==> src/rtl/event_seq_counter_pair.sv <==
// event_seq_counter_pair
//   Two independent counters sharing one clock:
//   - event counter: counts ev_enable pulses up to EV_MAX, flags the
//     terminal count for one cycle, then self-clears.
//   - sequence counter: after a start strobe, counts enabled cycles up to
//     SQ_MAX, emits a registered one-cycle done strobe, then idles.
//   Optional macro SEQ_BUSY_OUT_EN adds the sq_busy output (running flag).
module event_seq_counter_pair #(
   parameter int               EV_DW  = 8,
   parameter logic [EV_DW-1:0] EV_MAX = 8'h40,
   parameter int               SQ_DW  = 6,
   parameter logic [SQ_DW-1:0] SQ_MAX = 6'h3E
) (
   input  logic             clk,
   input  logic             reset,
   input  logic             ev_enable,
   output logic [EV_DW-1:0] ev_cntr,
   output logic             ev_strb,
   input  logic             sq_enable,
   input  logic             sq_start_strb,
   output logic [SQ_DW-1:0] sq_cntr,
   output logic             sq_strb
`ifdef SEQ_BUSY_OUT_EN
   ,
   output logic             sq_busy
`endif
);

   typedef enum logic {
      SQ_IDLE = 1'b0,
      SQ_RUN  = 1'b1
   } sq_state_t;

   logic [EV_DW-1:0] ev_cntr_reg;
   logic [EV_DW-1:0] ev_cntr_next;

   sq_state_t        sq_state_reg;
   sq_state_t        sq_state_next;
   logic [SQ_DW-1:0] sq_cntr_reg;
   logic [SQ_DW-1:0] sq_cntr_next;
   logic             sq_strb_reg;
   logic             sq_strb_next;
   logic             sq_terminal;

   // Event counter next value: terminal count wins and swallows that cycle's enable.
   always_comb begin
      ev_cntr_next = ev_cntr_reg;
      if (ev_cntr_reg == EV_MAX) begin
         ev_cntr_next = '0;
      end else if (ev_enable) begin
         ev_cntr_next = ev_cntr_reg + EV_DW'(1);
      end
   end

   // Event counter register.
   always_ff @(posedge clk) begin
      if (reset) begin
         ev_cntr_reg <= '0;
      end else begin
         ev_cntr_reg <= ev_cntr_next;
      end
   end

   assign ev_cntr = ev_cntr_reg;
   assign ev_strb = (ev_cntr_reg == EV_MAX);

   assign sq_terminal = (sq_state_reg == SQ_RUN) && sq_enable && (sq_cntr_reg == SQ_MAX);

   // Sequence FSM next state: start beats terminal, which beats counting.
   always_comb begin
      sq_state_next = sq_state_reg;
      sq_cntr_next  = sq_cntr_reg;
      sq_strb_next  = sq_terminal;
      if (sq_start_strb) begin
         sq_state_next = SQ_RUN;
         sq_cntr_next  = '0;
      end else if (sq_terminal) begin
         sq_state_next = SQ_IDLE;
         sq_cntr_next  = '0;
      end else if ((sq_state_reg == SQ_RUN) && sq_enable) begin
         sq_cntr_next  = sq_cntr_reg + SQ_DW'(1);
      end
   end

   // Sequence FSM state, count and done-strobe registers.
   always_ff @(posedge clk) begin
      if (reset) begin
         sq_state_reg <= SQ_IDLE;
         sq_cntr_reg  <= '0;
         sq_strb_reg  <= 1'b0;
      end else begin
         sq_state_reg <= sq_state_next;
         sq_cntr_reg  <= sq_cntr_next;
         sq_strb_reg  <= sq_strb_next;
      end
   end

   assign sq_cntr = sq_cntr_reg;
   assign sq_strb = sq_strb_reg;

`ifdef SEQ_BUSY_OUT_EN
   assign sq_busy = (sq_state_reg == SQ_RUN);
`endif

endmodule

==> config.mk <==
export PLATFORM = sky130hd
export DESIGN_NAME = event_seq_counter_pair
export DESIGN_NICKNAME = d
export VERILOG_FILES = /design/src/rtl/event_seq_counter_pair.sv
export SDC_FILE = /design/constraint.sdc
export NUM_CORES = 1
export LEC_CHECK = 0
export CORE_UTILIZATION = 45
export CTS_CLUSTER_SIZE = 24
export DETAILED_ROUTE_END_ITERATION = 12
export PLACE_DENSITY = 0.88
export SETUP_SLACK_MARGIN = 0.1
export SLEW_MARGIN = 10
export SYNTH_ARGS = -nofsm -noshare
export SYNTH_HDL_FRONTEND = slang
export SYNTH_SLANG_ARGS = --single-unit
==> constraint.sdc <==
create_clock -name clk -period 1.5 [get_ports clk]
set_clock_uncertainty 0.05 [all_clocks]
set_input_delay 0.15 -clock clk [delete_from_list [all_inputs] [get_ports clk]]
set_output_delay 0.15 -clock clk [all_outputs]
set_load 0.01 [all_outputs]
==> results.md, run 1 <==
- The count of nets left with antenna violations after detail routing is 0.
- The first global-routing pass estimated 2950 um of wire.
- The cell chosen for the clock root is clkbuf_4.
- The count of cells along the worst register-to-register path is 7.
- The proportion of layout cells with a drive suffix above 1 is 32.8%.
- The critical path in this run is classified as reg -> out.
- The number of clock sinks seen by CTS is 16.
- The maximum fanout along the worst path is 2.
- The clock share of power is 33.4%.
- Once placement finished, the instance area stood at 1100 um2.
- The via count of the first global-routing pass came to 743.
- The number of hold-slack violations in the final timing report came to 0.
- The worst path arrival time is 1.29 ns.
- The smallest clock period supported by the final layout is computed as 1.49 ns.
- The flip-flop count of the largest register, all copies and words added is 8.
- Across all register-to-register paths, the minimum setup slack is 0.09 ns.
- The run finished with clean final reports.
- Summed over all layers, the global routing overflow is 0.
- The first-pass iteration count of the detailed router is 4.
- The library cell used most frequently in the layout, excluding fill and tap cells, is buf_4.
- In the layout the commonest cells are buf_4, dlygate4sd2_1, nor2_1, dfxtp_1, a21oi_1.
- The fmax is 673 MHz.
- Along the worst hold path, the cell count comes to 3.
- The maximum number of pins on one net before global-route repair is 10.
- Setup repair after global routing could not meet its margin everywhere.
- The count of input and output buffers is 20.
- The worst hold margin is 0.387 ns.
- The path class of the tightest hold or removal check is in -> reg.
- The synthesized area per cell is 9.17 um2.
- The layout overhead on the synthesized area is 56.2%.
- After detailed routing, the number of remaining DRC violations is 0.
- The endpoint identified for the worst register-to-register timing path is ev_cntr[1].
- Row generation in the floorplan step produced 14 rows.
- Counting flops with a built-in enable in the synthesized netlist gives 0.
- The post-cts hold buffer count is 0.
- The total routing usage reported by global routing is 21.4%.
- After clock tree synthesis, the clock-pin slew on the worst setup and hold paths is 0.09 ns.
- For this run, the number of Yosys warnings is 0.
- The core box area is 1540 um2.
- The average detailed-routed wire length per instance is 13.7 um.
- The startpoint identified for the worst hold timing path is sq_start_strb.
- The max-capacitance violation count is 0.
- Fill cells in the final layout number 115.
- For this design the top-level I/O count stands at 21.
- The filler-free cell count of the finished design is 141.
- In this run switching power makes up 23.8% of total power.
- For this run, the register share of the synthesized area comes to 42.1%.
- The die covers 1860 um2.
- The critical path data required time is 1.30 ns.
- The antenna diode instance count is 0.
- The synthesized netlist occupies a cell area of 761 um2.
- The internal portion of the total power is 0.656 mW.
- Clock latency on the worst-skew pair, taken at its later pin, is 0.29 ns.
- The post-route core utilization is 77.1%.
- The final critical path takes up 99.0% of the cycle.
- The number of H-tree branching levels is 1.
- The cell area after layout is 1190 um2.
- For the pin with the worst max-slew slack, the measured transition is 0.286 ns.
- Summing internal, switching and leakage power gives 0.860 mW.
- The power density normalized to cell area is 724 nW/um2.
- The count of final max-slew check failures is 0.
- In this run, placement finished with an instance count of 135.
- The first-iteration detailed-routing DRC count is 12.
- From bottom edge to top edge, the die measures 43.1 um.
- The number of nets in the layout is 135.
- The portion of total power attributed to combinational logic is 15.0%.
- Counting every net in the synthesized netlist gives 92.
- The most used flip-flop cell after synthesis is dfxtp_1.
- Routability-driven placement finished with a final weighted congestion of 0.851.
- The cell count after synthesis came out at 83.
- The die is 43.1 um wide.
- Setup violations remaining at the end of the flow were counted as 0.
- Buffers inserted during clock tree synthesis total 3.
- The normalized max-slew margin is 80.9%.
- The worst setup path is launched from a flip-flop.
- The total wire length after detailed routing is 1930 um.
- The maximum VDD drop is 0.000551 V.
- For this design the total switching power over the nets is 0.204 mW.
- The kind of capture point of the worst setup path is an output pin.
- Summed over all nets, the half-perimeter wirelength after detailed placement is 1330 um.
- After detailed routing, the number of vias per cell comes to 5.48.
- Registers are responsible for 51.6% of the overall power.
- The register bit count reported by yosys is 16.
- The fraction of registers with async set or reset after synthesis is 0%.
- Counting along the longest clock path gives a buffer depth of 2.
- The leakage power is 0.549 nW.
- The number of library cell types mapped by synthesis is 26.
- The initial antenna violation count is 0.
- The worst hold path terminates at sq_state_reg.
- TritonCTS built the clock tree.
- Once the floorplan was initialized, standard cells occupied 49.4% of the core.
- The final route contains 773 vias.
- In this run the critical register-to-register path is launched from ev_cntr[1].
## synthesized netlist by cell type, types with 2 or more instances
library cell | number | area (um2)
a21oi_1 | 8 | 40.0
o21a_1 | 2 | 15.0
nand4_1 | 2 | 12.5
or3_1 | 4 | 25.0
xor2_1 | 4 | 35.0
nand2_1 | 4 | 15.0
nand4_2 | 2 | 25.0
inv_1 | 5 | 18.8
ha_1 | 4 | 50.1
nand3_1 | 4 | 20.0
xnor2_1 | 2 | 17.5
dfxtp_1 | 16 | 320
o31ai_1 | 2 | 15.0
o21ai_0 | 4 | 20.0
nor2_1 | 9 | 33.8
## layer usage
| layer | global-route usage (%) | up-vias | share of wire [%] |
|---|---|---|---|
| met3 | 5.11 | 3 | 4.8 |
| met4 | 9.70 | 0 | 1.2 |
| met5 | 0 | - | 0 |
| met1 | 23.9 | 357 | 40 |
| met2 | 37.6 | 27 | 54 |
| li1 | - | 386 | - |
## cell type report
cell class | instances | area, um2 | share of cell area [%]
sequential | 16 | 329 | 27.7
timing repair buffer | 39 | 320 | 26.9
clock buffer | 4 | 36.3 | 3.05
inverter | 5 | 18.8 | 1.58
multi-input combinational | 61 | 464 | 39.1
tap | 16 | 20.0 | 1.68
## logic make-up (layout without fill, tap and decap cells)
group	Yosys count	count (layout)	share of synthesized area [%]
AO/OA/AOI/OAI	20	20	16.9
multiplexers	1	1	1.32
buffers and inverters	6	48	3.95
adder cells (fa/ha/maj)	4	4	6.58
flip-flops	16	16	42.1
XOR/XNOR	6	6	6.91
AND/OR/NAND/NOR	30	30	22.2
## worst max-delay path by stage
| stage | end | slack, ns | depth (start not counted) | startpoint |
|---|---|---|---|---|
| floorplan | ev_cntr[6] | 0.18 | 4 | ev_cntr[0] |
| global placement | ev_strb | -0.18 | 5 | ev_cntr[0] |
| detailed placement | ev_strb | -0.21 | 5 | ev_cntr[1] |
| CTS | ev_strb | -0.02 | 5 | ev_cntr[1] |
| global route | ev_strb | -0.04 | 5 | ev_cntr[1] |
| finish | ev_strb | 0.01 | 5 | ev_cntr[1] |
## through the flow
step,setup TNS (ns),setup WS [ns]
after global placement,-0.196,-0.185
after global routing,-0.0402,-0.0402
after CTS,-0.0242,-0.0242
after detailed placement,-0.271,-0.208
after floorplan,0,0.183
final,0,0.0145
## power by group through the flow
stage	Combinational [mW]	Sequential, mW	Clock [mW]
final	0.129	0.444	0.287
after CTS	0.115	0.441	0.292
after floorplan	0.0399	0.460	0
after detailed placement	0.112	0.451	0
after global placement	0.108	0.450	0
after global routing	0.143	0.445	0.306
## critical path, cell delays in order (launching register included)
cell and delay, ns:
dfxtp_2 0.33, inv_2 0.06, ha_4 0.12, nor4b_4 0.18, and3_1 0.18, buf_2 0.12
## what timing repair did
item / 4_1_cts / 5_1_grt
setup endpoints to repair: 22 / 11
pin swaps: 1 / 2
buffers inserted: 1 / 1
gates resized for setup: 25 / 10
No activity file was read; power rests on OpenSTA's default activity.
==> run 2, diff against run 1 <==
- PLACE_DENSITY: 0.88 -> 0.76
==> results.md, run 2 (synthesis gave the netlist of run 1 again) <==
- The run finished with clean final reports.
- The count of nets left with antenna violations after detail routing is 0.
- In this run the critical register-to-register path is launched from ev_cntr[0].
- The area of the multi-input gates is 490 um2.
- After clock tree synthesis, the clock-pin slew on the worst setup and hold paths is 0.08 ns.
- In the final timing run, aggregate negative setup slack is 0 ns.
- The flip-flop count of the largest register, all copies and words added is 8.
- TritonCTS built the clock tree.
- The width of the die is 43.1 um.
- CTS built an H-tree with a depth of 1.
- The setup slack at placement is -0.184 ns.
- The number of ports placed on the die boundary is 21.
- The count of input and output buffers is 20.
- In this run the worst path has a maximum fanout of 2.
- The number of nets in the layout is 133.
- The routability congestion estimate from global placement is 0.792.
- The initial antenna violation count is 0.
- After filler insertion, the fill cell instance count of the layout stands at 120.
- The worst-case clock buffer depth is 2.
- The top cell types in the final layout, fill and taps aside, are buf_4, dlygate4sd2_1, dfxtp_1.
- The share of total power dissipated in combinational logic is 16.1%.
- In the routed design, unresolved DRC markers number 0.
- The switching share of power is 23.9%.
- Internal power comes to 0.595 mW.
- Leaving out fill and tap cells, the most frequent cell in the layout is buf_4.
- The worst hold path begins at sq_start_strb.
- The power density normalized to cell area is 656 nW/um2.
- The worst path meets setup with 0.0246 ns of slack.
- Buffers inserted during clock tree synthesis total 3.
- Counting every sink on the clock net gives 16.
- The measured slew at the worst slew-check pin is 0.355 ns.
- The average detailed-routed wire length per instance is 13.6 um.
- The largest single stage delay on the critical path is 0.33 ns.
- The first-iteration detailed-routing DRC count is 7.
- The total wire length after detailed routing is 1870 um.
- The overall power after layout is 0.783 mW.
- Measured along the y axis, the die boundary spans 43.1 um.
- The total routing usage reported by global routing is 19.9%.
- The proportion of layout cells with a drive suffix above 1 is 32.0%.
- The clock period minus final worst setup slack is 1.48 ns.
- Setup repair after global routing could not meet its margin everywhere.
- The worst hold path depth is 3.
- The source-to-sink clock delay at the later pin of the worst-skew pair is 0.27 ns.
- Based on the critical path, the design can be clocked at up to 678 MHz.
- The normalized max-slew margin is 76.2%.
- The count of buffer and inverter cells on the critical path is 2.
- The global-route congestion overflow total is 0.
- The via count of the first global-routing pass is 720.
- Across the VDD grid, the largest voltage drop is 0.000543 V.
- The fraction of the cycle the final worst path needs is 98.4%.
- STA puts the critical path data arrival time at 1.28 ns.
- The count of final max-slew check failures was 0.
- The cell with the largest stage delay on the worst path is dfxtp_2.
- The initial core utilization is 49.4%.
- The number of hold-slack violations in the final timing report is 0.
- The initialized floorplan defines 14 standard-cell rows.
- STA classifies the critical path startpoint as a flip-flop.
- The first global-routing pass estimated 2830 um of wire.
- Across the run, the number of max-cap violations was 0.
- The area growth from synthesis to layout is 56.7%.
- Setup violations remaining at the end of the flow were counted as 0.
- Traced cell by cell, the critical path runs through inv_2 -> ha_4 -> nor4b_4 -> and3_1 -> buf_2.
- The clock share of power is 27.3%.
- Data on the critical path is required at its endpoint by 1.30 ns.
- The tree is rooted in a clkbuf_4.
- The full die area is 1860 um2.
- The maximum number of pins on one net before global-route repair is 9.
- The kind of capture point of the worst setup path is an output pin.
- The total net switching power is 0.187 mW.
- 0 antenna diodes ended up in the layout.
- The detailed router placed 767 vias in this run.
- The leakage power is 0.558 nW.
- The endpoint identified for the worst register-to-register timing path is ev_cntr[6].
- The setup path with the least slack is of type reg -> out.
- The end point of the worst hold path is sq_state_reg.
- Detailed placement finished with a half-perimeter wire length of 1340 um.
- Setup slack on the worst reg-to-reg path comes out at 0.13 ns.
- In this run the worst hold path is classified as in -> reg.
- For this design, the CTS-stage hold fixing added 0 buffers.
- In this run the standard cell core region covers 1540 um2.
- The count of cells along the worst register-to-register path is 5.
- The first detailed-routing pass took 4 iterations.
- Counting buffers and inverters, the worst setup path is 5 cells deep.
- Using the TritonRoute via totals, the vias-per-cell ratio works out to 5.56.
- The kind of cell adding the most delay to the critical path is simple AND/OR/NAND/NOR gates.
- The share of total power dissipated in sequential elements is 56.7%.
- The register area is 328 um2.
[run 2: cell count changes in the layout (fill, tap and decap cells not counted), moves of 2 or more]
| cell | change |
|---|---|
| a21oi_1 | -2 |
| a21oi_2 | +2 |
| buf_4 | -2 |
| dlygate4sd2_1 | -2 |
| dlymetal6s2s_1 | +2 |
[run 2: metal layers]
layer	track usage, %	vias to the layer above	routed length (um)
met2	37.3	32	963
met3	5.11	4	139
li1	-	380	-
met1	21.5	351	743
met4	5.45	0	24
met5	0	-	0
[run 2: per-stage QoR]
stage	util [%]	cell area (um2)	instances	hold slack (ns)
after floorplan	-	761	83	0.169
after global placement	71.2	1100	135	0.444
after detailed placement	71.2	1100	135	0.464
after CTS	72.6	1120	138	0.408
after global routing	77.4	1190	138	0.417
final	77.4	1190	138	0.414
[run 2: power by group through the flow]
stage | clock network [mW] | logic [mW] | registers (mW)
final | 0.213 | 0.126 | 0.443
after global routing | 0.246 | 0.137 | 0.445
after CTS | 0.223 | 0.111 | 0.440
after floorplan | 0 | 0.0399 | 0.460
after global placement | 0 | 0.107 | 0.450
after detailed placement | 0 | 0.110 | 0.451
[run 2: final cells by class]
type                    count  area share [%]
multi-input cells          61            41.1
flip-flops and latches     16            27.5
repair buffers             37            26.2
clock buffers               3            1.89
well taps                  16            1.68
inverters                   5            1.57
[run 2: worst max-delay path by stage]
stage	startpoint	to	slack, ns
2_1_floorplan	ev_cntr[0]	ev_cntr[6]	0.18
3_3_place_gp	ev_cntr[0]	ev_strb	-0.19
3_5_place_dp	ev_cntr[0]	ev_strb	-0.18
4_1_cts	ev_cntr[0]	ev_strb	0.01
5_1_grt	ev_cntr[1]	ev_strb	-0.06
6_report	ev_cntr[1]	ev_strb	0.02
[run 2: what timing repair did]
item                                    4_1_cts  5_1_grt
gates resized for setup                      22       16
pin swaps                                     1        4
buffers inserted                              0        1
endpoints found under the setup margin       22       14
[run 2: tightest hold or removal path, cell delays in order]
cell and delay, ns:
clkdlybuf4s50_1 0.43, inv_1 0.07, a21oi_1 0.05
